[config.mk]
export PLATFORM = sky130hd
export DESIGN_NAME = spi_slave
export DESIGN_NICKNAME = d
export VERILOG_FILES = /design/src/rtl/spi_pkg.sv /design/src/rtl/spi_sync.sv /design/src/rtl/spi_slave.sv
export SDC_FILE = /design/constraint.sdc
export NUM_CORES = 1
export LEC_CHECK = 0
export ABC_AREA = 1
export ABC_CLOCK_PERIOD_IN_PS = 1400
export CORE_UTILIZATION = 53
export DETAILED_ROUTE_END_ITERATION = 8
export PLACE_DENSITY = 0.78
export SLEW_MARGIN = 10
export SYNTH_ARGS = -nofsm -noshare
export SYNTH_HDL_FRONTEND = slang
export SYNTH_SLANG_ARGS = --single-unit
[constraint.sdc]
create_clock -name i_clk -period 1.4 [get_ports i_clk]
set_clock_uncertainty 0.15 [all_clocks]
set_input_delay 0.35 -clock i_clk [delete_from_list [all_inputs] [get_ports i_clk]]
set_output_delay 0.35 -clock i_clk [all_outputs]
set_load 0.02 [all_outputs]
[src/rtl/spi_pkg.sv]
// ---------------------------------------------------------------------------
// spi_pkg
// Shared definitions for the SPI master/target pair: CPU register addresses,
// status bit positions, SPI mode-0 constants and the target FSM state type.
// No ports (package).
// ---------------------------------------------------------------------------
package spi_pkg;

    // CPU register map (1-bit address)
    localparam logic ADDR_CTL  = 1'b0;   // status / control
    localparam logic ADDR_DATA = 1'b1;   // rx / tx data

    // Status register (addr0) bit positions
    localparam int ST_ACTIVE  = 7;
    localparam int ST_RXVALID = 6;
    localparam int ST_OVERRUN = 5;
    localparam int ST_TXEMPTY = 4;
    localparam int ST_IEN_TX  = 2;
    localparam int ST_IEN_RX  = 1;
    localparam int ST_SS      = 0;

    // Control write (addr0) bit positions
    localparam int CTL_OVR_CLR = 5;

    // SPI mode 0: clock idles low, data sampled on the rising edge
    localparam logic SPI_CPOL = 1'b0;
    localparam logic SPI_CPHA = 1'b0;
    localparam int   SPI_BITS = 8;

    typedef enum logic {
        SLV_IDLE   = 1'b0,
        SLV_ACTIVE = 1'b1
    } slv_state_t;

endpackage

[src/rtl/spi_sync.sv]
// ---------------------------------------------------------------------------
// spi_sync
// N-stage flip-flop synchronizer for one asynchronous SPI pin.
// Ports:
//   i_clk    system clock
//   i_reset  synchronous active-high reset (chain loads RESET_VAL)
//   i_d      asynchronous input
//   o_q      synchronized output (SYNC_STAGES cycles of latency)
// ---------------------------------------------------------------------------
module spi_sync #(
    parameter int   SYNC_STAGES = 2,
    parameter logic RESET_VAL   = 1'b0
) (
    input  logic i_clk,
    input  logic i_reset,
    input  logic i_d,
    output logic o_q
);

    logic [SYNC_STAGES-1:0] r_chain;

    always_ff @(posedge i_clk) begin
        if (i_reset) begin
            r_chain <= {SYNC_STAGES{RESET_VAL}};
        end else begin
            r_chain <= {r_chain[SYNC_STAGES-2:0], i_d};
        end
    end

    assign o_q = r_chain[SYNC_STAGES-1];

endmodule

[src/rtl/spi_slave.sv]
// ---------------------------------------------------------------------------
// spi_slave
// SPI mode-0 target. SCK/SS/MOSI are oversampled through synchronizers on
// i_clk; received bytes are posted to a CPU-readable data register and the
// TX holding register is shifted out on MISO, one byte per 8 SCK periods.
// Optional feature macro: SPI_SLAVE_IRQ_MASK_EN (addr0 bits 1/2 become
// rx-done / tx-empty interrupt enables).
// Ports:
//   i_clk, i_reset        system clock, synchronous active-high reset
//   i_addr, i_cs, i_we    CPU register access (0 = status/ctl, 1 = data)
//   i_dat / o_dat         CPU write data / combinational read data
//   i_sck, i_ss, i_mosi   SPI pins from the master (asynchronous)
//   o_miso, o_miso_oe     SPI data out and its pad output enable
//   o_irq                 one-cycle interrupt pulse
// ---------------------------------------------------------------------------
module spi_slave
    import spi_pkg::*;
#(
    parameter logic       SS_ACTIVE   = 1'b1,
    parameter logic [7:0] TX_IDLE     = 8'h00,
    parameter int         SYNC_STAGES = 2
) (
    input  logic       i_clk,
    input  logic       i_reset,
    input  logic       i_addr,
    input  logic       i_cs,
    input  logic       i_we,
    input  logic [7:0] i_dat,
    output logic [7:0] o_dat,
    input  logic       i_sck,
    input  logic       i_ss,
    input  logic       i_mosi,
    output logic       o_miso,
    output logic       o_miso_oe,
    output logic       o_irq
);

    logic       w_sck_s, w_ss_s, w_mosi_s;
    logic       r_sck_d;
    slv_state_t r_state;
    logic [2:0] r_bitcnt;
    logic [6:0] r_rx_shift;      // only 7 bits kept; the 8th arrives with the post
    logic [7:0] r_tx_shift;
    logic [7:0] r_rx_data;
    logic [7:0] r_tx_hold;
    logic       r_rx_valid, r_overrun, r_tx_empty, r_irq;
`ifdef SPI_SLAVE_IRQ_MASK_EN
    logic       r_ien_rx, r_ien_tx;
`endif

    spi_sync #(.SYNC_STAGES(SYNC_STAGES), .RESET_VAL(1'b0)) u_sync_sck (
        .i_clk(i_clk), .i_reset(i_reset), .i_d(i_sck), .o_q(w_sck_s));
    // Reset the select chain to the inactive level so reset never looks like a select
    spi_sync #(.SYNC_STAGES(SYNC_STAGES), .RESET_VAL(~SS_ACTIVE)) u_sync_ss (
        .i_clk(i_clk), .i_reset(i_reset), .i_d(i_ss), .o_q(w_ss_s));
    spi_sync #(.SYNC_STAGES(SYNC_STAGES), .RESET_VAL(1'b0)) u_sync_mosi (
        .i_clk(i_clk), .i_reset(i_reset), .i_d(i_mosi), .o_q(w_mosi_s));

    logic       w_sel, w_sck_rise, w_sck_fall, w_select, w_run;
    logic       w_rx_post, w_tx_load, w_irq_next;
    logic       w_cpu_rd_data, w_cpu_wr_data, w_cpu_wr_ctl;
    logic [7:0] w_tx_next;

    assign w_sel      = (w_ss_s == SS_ACTIVE);
    assign w_sck_rise = w_sck_s & ~r_sck_d;
    assign w_sck_fall = ~w_sck_s & r_sck_d;
    assign w_select   = (r_state == SLV_IDLE) & w_sel;
    assign w_run      = (r_state == SLV_ACTIVE) & w_sel;
    assign w_rx_post  = w_run & w_sck_rise & (r_bitcnt == 3'd7);
    // Byte boundary: the falling edge after the 8th rise (bitcnt has wrapped to 0)
    assign w_tx_load  = w_select | (w_run & w_sck_fall & (r_bitcnt == 3'd0));
    assign w_tx_next  = r_tx_empty ? TX_IDLE : r_tx_hold;

    assign w_cpu_rd_data = i_cs & ~i_we & (i_addr == ADDR_DATA);
    assign w_cpu_wr_data = i_cs &  i_we & (i_addr == ADDR_DATA);
    assign w_cpu_wr_ctl  = i_cs &  i_we & (i_addr == ADDR_CTL);

`ifdef SPI_SLAVE_IRQ_MASK_EN
    assign w_irq_next = (w_rx_post & r_ien_rx) | (w_tx_load & r_ien_tx);
`else
    assign w_irq_next = w_rx_post;
`endif

    always_ff @(posedge i_clk) begin
        if (i_reset) begin
            r_state    <= SLV_IDLE;
            r_sck_d    <= 1'b0;
            r_bitcnt   <= 3'd0;
            r_rx_shift <= '0;
            r_tx_shift <= '0;
            r_rx_data  <= '0;
            r_tx_hold  <= '0;
            r_rx_valid <= 1'b0;
            r_overrun  <= 1'b0;
            r_tx_empty <= 1'b1;
            r_irq      <= 1'b0;
`ifdef SPI_SLAVE_IRQ_MASK_EN
            r_ien_rx   <= 1'b0;
            r_ien_tx   <= 1'b0;
`endif
        end else begin
            r_sck_d <= w_sck_s;
            r_irq   <= w_irq_next;

            // CPU-side clears come first so same-cycle SPI events override them
            if (w_cpu_rd_data)
                r_rx_valid <= 1'b0;
            if (w_cpu_wr_ctl && i_dat[CTL_OVR_CLR])
                r_overrun <= 1'b0;
`ifdef SPI_SLAVE_IRQ_MASK_EN
            if (w_cpu_wr_ctl) begin
                r_ien_rx <= i_dat[ST_IEN_RX];
                r_ien_tx <= i_dat[ST_IEN_TX];
            end
`endif

            case (r_state)
                SLV_IDLE: begin
                    if (w_sel) begin
                        r_state  <= SLV_ACTIVE;
                        r_bitcnt <= 3'd0;
                    end
                end
                SLV_ACTIVE: begin
                    if (!w_sel) begin
                        // Deselect drops any partial byte
                        r_state    <= SLV_IDLE;
                        r_bitcnt   <= 3'd0;
                        r_rx_shift <= '0;
                        r_tx_shift <= '0;
                    end else begin
                        if (w_sck_rise) begin
                            r_rx_shift <= {r_rx_shift[5:0], w_mosi_s};
                            r_bitcnt   <= r_bitcnt + 3'd1;
                        end
                        if (w_sck_fall && r_bitcnt != 3'd0)
                            r_tx_shift <= {r_tx_shift[6:0], 1'b0};
                    end
                end
                default: r_state <= SLV_IDLE;
            endcase

            if (w_tx_load) begin
                r_tx_shift <= w_tx_next;
                r_tx_empty <= 1'b1;
            end

            if (w_rx_post) begin
                r_rx_data  <= {r_rx_shift, w_mosi_s};
                r_rx_valid <= 1'b1;
                // A byte read in this very cycle is not lost, so no overrun
                if (r_rx_valid && !w_cpu_rd_data)
                    r_overrun <= 1'b1;
            end

            // A CPU write lands after any reload, so the shifter keeps the old value
            if (w_cpu_wr_data) begin
                r_tx_hold  <= i_dat;
                r_tx_empty <= 1'b0;
            end
        end
    end

    always_comb begin
        o_dat = r_rx_data;
        if (i_addr == ADDR_CTL) begin
            o_dat             = '0;
            o_dat[ST_ACTIVE]  = (r_state == SLV_ACTIVE);
            o_dat[ST_RXVALID] = r_rx_valid;
            o_dat[ST_OVERRUN] = r_overrun;
            o_dat[ST_TXEMPTY] = r_tx_empty;
`ifdef SPI_SLAVE_IRQ_MASK_EN
            o_dat[ST_IEN_RX]  = r_ien_rx;
            o_dat[ST_IEN_TX]  = r_ien_tx;
`endif
            o_dat[ST_SS]      = w_ss_s;
        end
    end

    assign o_miso_oe = (r_state == SLV_ACTIVE);
    assign o_miso    = (r_state == SLV_ACTIVE) & r_tx_shift[7];
    assign o_irq     = r_irq;

endmodule

After elaboration in Yosys (flattened, before gate mapping)
Index checks and enable logic that the tools add are counted.
Operators by class
  $add $sub $neg: 1
  shift-type cells: 0
  multipliers: 0
  divide/modulo/power cells: 0
  equality and inequality tests: 5
  reduce and logical (&&, ||, !) cells: 12
  bitwise operators: 20
  muxes and demuxes: 20
  $lt $le $gt $ge: 0
Operators by type and width (count)
  8-bit 2-to-1 mux: 6
  1-bit bitwise AND: 14
  7-bit 2-to-1 mux: 2
  3-bit 2-to-1 mux: 3
  1-bit 2-to-1 mux: 8
  3-bit != test, second input constant: 2
  3-bit one-hot mux with 2 select lines: 1
  2-bit AND reduction: 3
  2-bit nonzero test: 3
  1-bit inverter: 5
  3-bit by 1-bit adder with 3-bit output, second input constant: 1
  3-bit == test, second input constant: 1
  1-bit logical AND: 3
  3-bit logical NOT: 1
  3-bit nonzero test: 1
  2-bit by 1-bit != test with 1-bit output, second input constant: 1
  2-bit != test, second input constant: 1
  1-bit logical NOT: 1
  1-bit bitwise OR: 1
Storage, ports and cells
  bits in latches: 0
  bits in writable memories: 0
  word-level logic and storage cells: 72
  register bits after elaboration: 46
  memories: 0
  ROM bits: 0
  output and inout bits: 11

Longest topological paths before layout
  depth in word-level cells: 7
  gate-level depth with buffers: 10

Hierarchy
A second synthesis with hierarchy kept.
Unflattened totals
  cells, all modules: 278
  area, all modules: 1938.1 sq um
Modules (own cells, without submodules)
  spi_slave: times used 1, seq. area each 800.8 sq um, cells an instance 260, area each 1773.0 sq um
  spi_sync: times used 3, seq. area each 40.0 sq um, cells an instance 6, area each 55.1 sq um

Least setup slack after synthesis
OpenSTA, ideal clock, no wires.
  path type: reg2out
  start point: reg r_tx_empty
  end point: out o_dat[4]
  stages on the path, launching flop included: 4
  path slack: -189 ps
  data arrival time: 1089 ps
  path buffers: 1
  cell sequence: dfxtp_1 -> clkbuf_1 -> inv_1 -> o21ai_0
Between the ends
  longest elaborated chain between the ends: 1
Ends and longest elaborated chain
  start: declaration: RTL line spi_slave.sv:46  | logic r_rx_valid, r_overrun, r_tx_empty, r_irq;
  start signal: assignment: RTL line spi_slave.sv:95  | r_tx_empty <= 1'b1;
  start signal: assignment: RTL line spi_slave.sv:145  | r_tx_empty <= 1'b1;
  start signal: assignment: RTL line spi_slave.sv:159  | r_tx_empty <= 1'b0;
  8-bit 2-to-1 mux: RTL line spi_slave.sv:166  | if (i_addr == ADDR_CTL) begin
  end: declaration: RTL line spi_slave.sv:29  | output logic [7:0] o_dat,
Every way passes these cells.

Worst setup path in the final report
  start point: reg u_sync_ss.r_chain[1]
  end point: reg r_bitcnt[2]
Between the ends
  longest elaborated chain between the ends: 2
  elaborated cells between the ends (all ways): 5
Ends and longest elaborated chain
  start: declaration: RTL line spi_sync.sv:20  | logic [SYNC_STAGES-1:0] r_chain;
  start signal: assignment: RTL line spi_sync.sv:24  | r_chain <= {SYNC_STAGES{RESET_VAL}};
  start signal: assignment: RTL line spi_sync.sv:26  | r_chain <= {r_chain[SYNC_STAGES-2:0], i_d};
  3-bit 2-to-1 mux (tied with other cells): RTL line spi_slave.sv:125  | if (!w_sel) begin
  3-bit one-hot mux with 2 select lines / 2-bit AND reduction (equally long branches)
  end signal: assignment: RTL line spi_slave.sv:134  | r_bitcnt <= r_bitcnt + 3'd1;
  end: declaration: RTL line spi_slave.sv:41  | logic [2:0] r_bitcnt;
Several ways; a longest one is shown, not always the timed one.
A chain may end at the register's enable or synchronous reset.

==> results_dict.tcl <==
set metrics [dict create \
    dieWidth_um 62.5 \
    fin_cells 382 \
    track_usage_pct 25.8 \
    mostFrequentLayoutCell "nand2_1" \
    layout.cells.most_common_list "nand2_1, inv_1, dfxtp_1" \
    setup_viol 37 \
    end_kind "flip-flop" \
    syn_inst 277 \
    worstPathMaxFanout 11 \
    grt_pass1_vias 1765 \
    start_util_pct 56.7 \
    die_h_um 62.5 \
    violations "negative setup slack" \
    rows 21 \
    drt_iter0_drc 197 \
    slew_violations 0 \
    p_leak_nw 1.28 \
    peakVddDrop_mv 0.619 \
    whs_ns 0.264 \
    wl_um 5160 \
    max_slew_margin_pct 79.0 \
    worst_pin_slew_ns 0.315 \
    syn_nets 296 \
    wire_per_inst_um 13.5 \
    dr_total_vias 1978 \
    setup_slack_ns -0.152 \
    p_per_area_mw_per_mm2 872 \
    nets 354 \
    clk_pin_slew_ns 0.14 \
    arrival_ns 1.69 \
    area_growth_pct 46.3 \
    routed_via_density 5.18 \
    insertedDiodeCount 0 \
    grt_max_degree 21 \
    critPathRequiredTime_ns 1.54 \
    cpPeakStageDelay_ns 0.37 \
    n_fill_cell 197 \
    drcViolationCount 0 \
    seq_area_frac_synth_pct 47.5 \
    ys_types 18 \
    layout-drive-gt1-share_pct 33.9 \
    finalSetupTns_ns -2.98 \
    ys_ff_latch 46 \
    ant_nets 0 \
    finalHoldViolations 0 \
    synth_area_mm2 0.00194 \
    cts_buffer_depth 2 \
    finish.utilization_pct 82.9 \
    clk_latency_ns 0.36 \
    placed_cell_area_mm2 0.00245 \
    fmax_mhz 645 \
    antenna_found_initial 0 \
    pin_count 27 \
    pre_cts_ws_ns -0.851 \
    grt_first_pass_wirelength_um 7890 \
    finalPower_mw 2.47 \
    cts_root_buf "clkbuf_4" \
    port_buffers 26 \
    cts_max_level 2 \
    gp_congestion 0.817 \
    numCtsBuffers 5 \
    synth_warnings 0 \
    hp-class "reg2reg" \
    cpMaxStageDelayCell "dfxtp_2" \
    post-dp-hpwl_um 2890 \
    clock_sinks 46 \
    core_mm2 0.00342 \
    synth_area_per_cell_um2 6.99 \
    dieArea_mm2 0.00390 \
    critical_path_class "reg2reg" \
    dpl.cell_count 367 \
    status "complete, but fails checks" \
    dr.pass1.iters 4 \
    maxCapViolCount 0 \
    start_kind "flip-flop" \
    cts_tree "yes" \
    finalCriticalPeriod_ns 1.55 \
    crit_chain "buf_6, nand2_4, nor3_4, buf_4, buf_6, nand2_1, a21oi_1" \
    finalCritPeriodShare_pct 111 \
    path_common_cell "buf_6" \
    grt_setup_unrepaired "true" \
    overflow 0 \
    final_cell_area_mm2 0.00283 \
]
worst paths after layout:
check | to | depth (start not counted) | from | slack (ns)
worst max register to register | r_bitcnt[2] | 7 | u_sync_ss.r_chain[1] | -0.15
worst min-delay path | u_sync_mosi.r_chain[1] | 2 | u_sync_mosi.r_chain[0] | 0.26
worst min register to register | u_sync_mosi.r_chain[1] | 2 | u_sync_mosi.r_chain[0] | 0.26
worst max-delay path | r_bitcnt[2] | 7 | u_sync_ss.r_chain[1] | -0.15
sequential cells by signal (all words and copies together) (netlist names):
| signal | count |
|---|---|
| u_sync_ss.r_chain | 2 |
| o_irq | 1 |
| r_bitcnt | 3 |
| r_rx_data | 8 |
| r_rx_shift | 7 |
| o_miso_oe | 1 |
| u_sync_mosi.r_chain | 2 |
| r_tx_hold | 8 |
| r_overrun | 1 |
| r_rx_valid | 1 |
| r_sck_d | 1 |
| r_tx_empty | 1 |
| u_sync_sck.r_chain | 2 |
| r_tx_shift | 8 |
what timing repair did:
item | CTS | global route
hold buffers | 0 | 0
pin swaps | 2 | 7
endpoints found under the setup margin | 38 | 41
gates cloned | 1 | 1
endpoints found under the hold margin | 0 | 0
gates resized for setup | 107 | 36
buffers inserted | 1 | 4
critical path: cells and delay by family (launching register included):
kind,cells,cell delay (ns)
simple gates,3,0.32
compound gates,1,0.16
buf+inv,3,0.48
flops,1,0.37
cell usage after synthesis:
cell,n,area share (%)
a21oi_1,26,6.7
buf_1,1,0.19
buf_4,2,0.77
clkbuf_1,6,1.2
dfxtp_1,46,48
ha_1,3,1.9
inv_1,44,8.5
inv_2,1,0.19
nand2_1,75,15
nand2_2,3,0.97
nand3_1,26,6.7
nand4_1,1,0.32
nor2_1,24,4.7
nor2_2,1,0.32
nor3_4,1,0.84
o21ai_0,15,3.9
o21ai_1,1,0.26
o21ai_2,1,0.45
where the power goes:
group          internal (mW)  switching (mW)  leakage, nW  total [mW]
sequential              1.35          0.0187        0.380        1.36
combinational          0.138           0.155        0.860       0.293
clock                  0.375           0.439       0.0374       0.814
total                   1.86           0.612         1.28        2.47
area by class of cell:
type | instances | area [um2] | share of cell area [%]
clock buffer | 5 | 37.5 | 1.33
clock inverter | 3 | 45.0 | 1.59
inverter | 45 | 174 | 6.14
multi-input combinational | 178 | 1000 | 35.5
sequential | 46 | 937 | 33.1
tap | 46 | 57.6 | 2.03
timing repair buffer | 59 | 577 | 20.4
cells by family (layout without fill, tap and decap cells):
family | Yosys count | after routing | synth area share (%)
AO/OA/AOI/OAI | 43 | 43 | 11.3
adder cells (fa/ha/maj) | 3 | 3 | 1.94
buffers and inverters | 54 | 112 | 10.9
flip-flops | 46 | 46 | 47.5
AND/OR/NAND/NOR | 131 | 132 | 28.4
per-layer routing:
metal | wire length, um | GRT usage, %
met5 | 0 | 0
met4 | 161 | 8.72
met3 | 233 | 6.93
met2 | 2610 | 45.8
met1 | 2160 | 29.6
No activity file was read; power rests on OpenSTA's default activity.
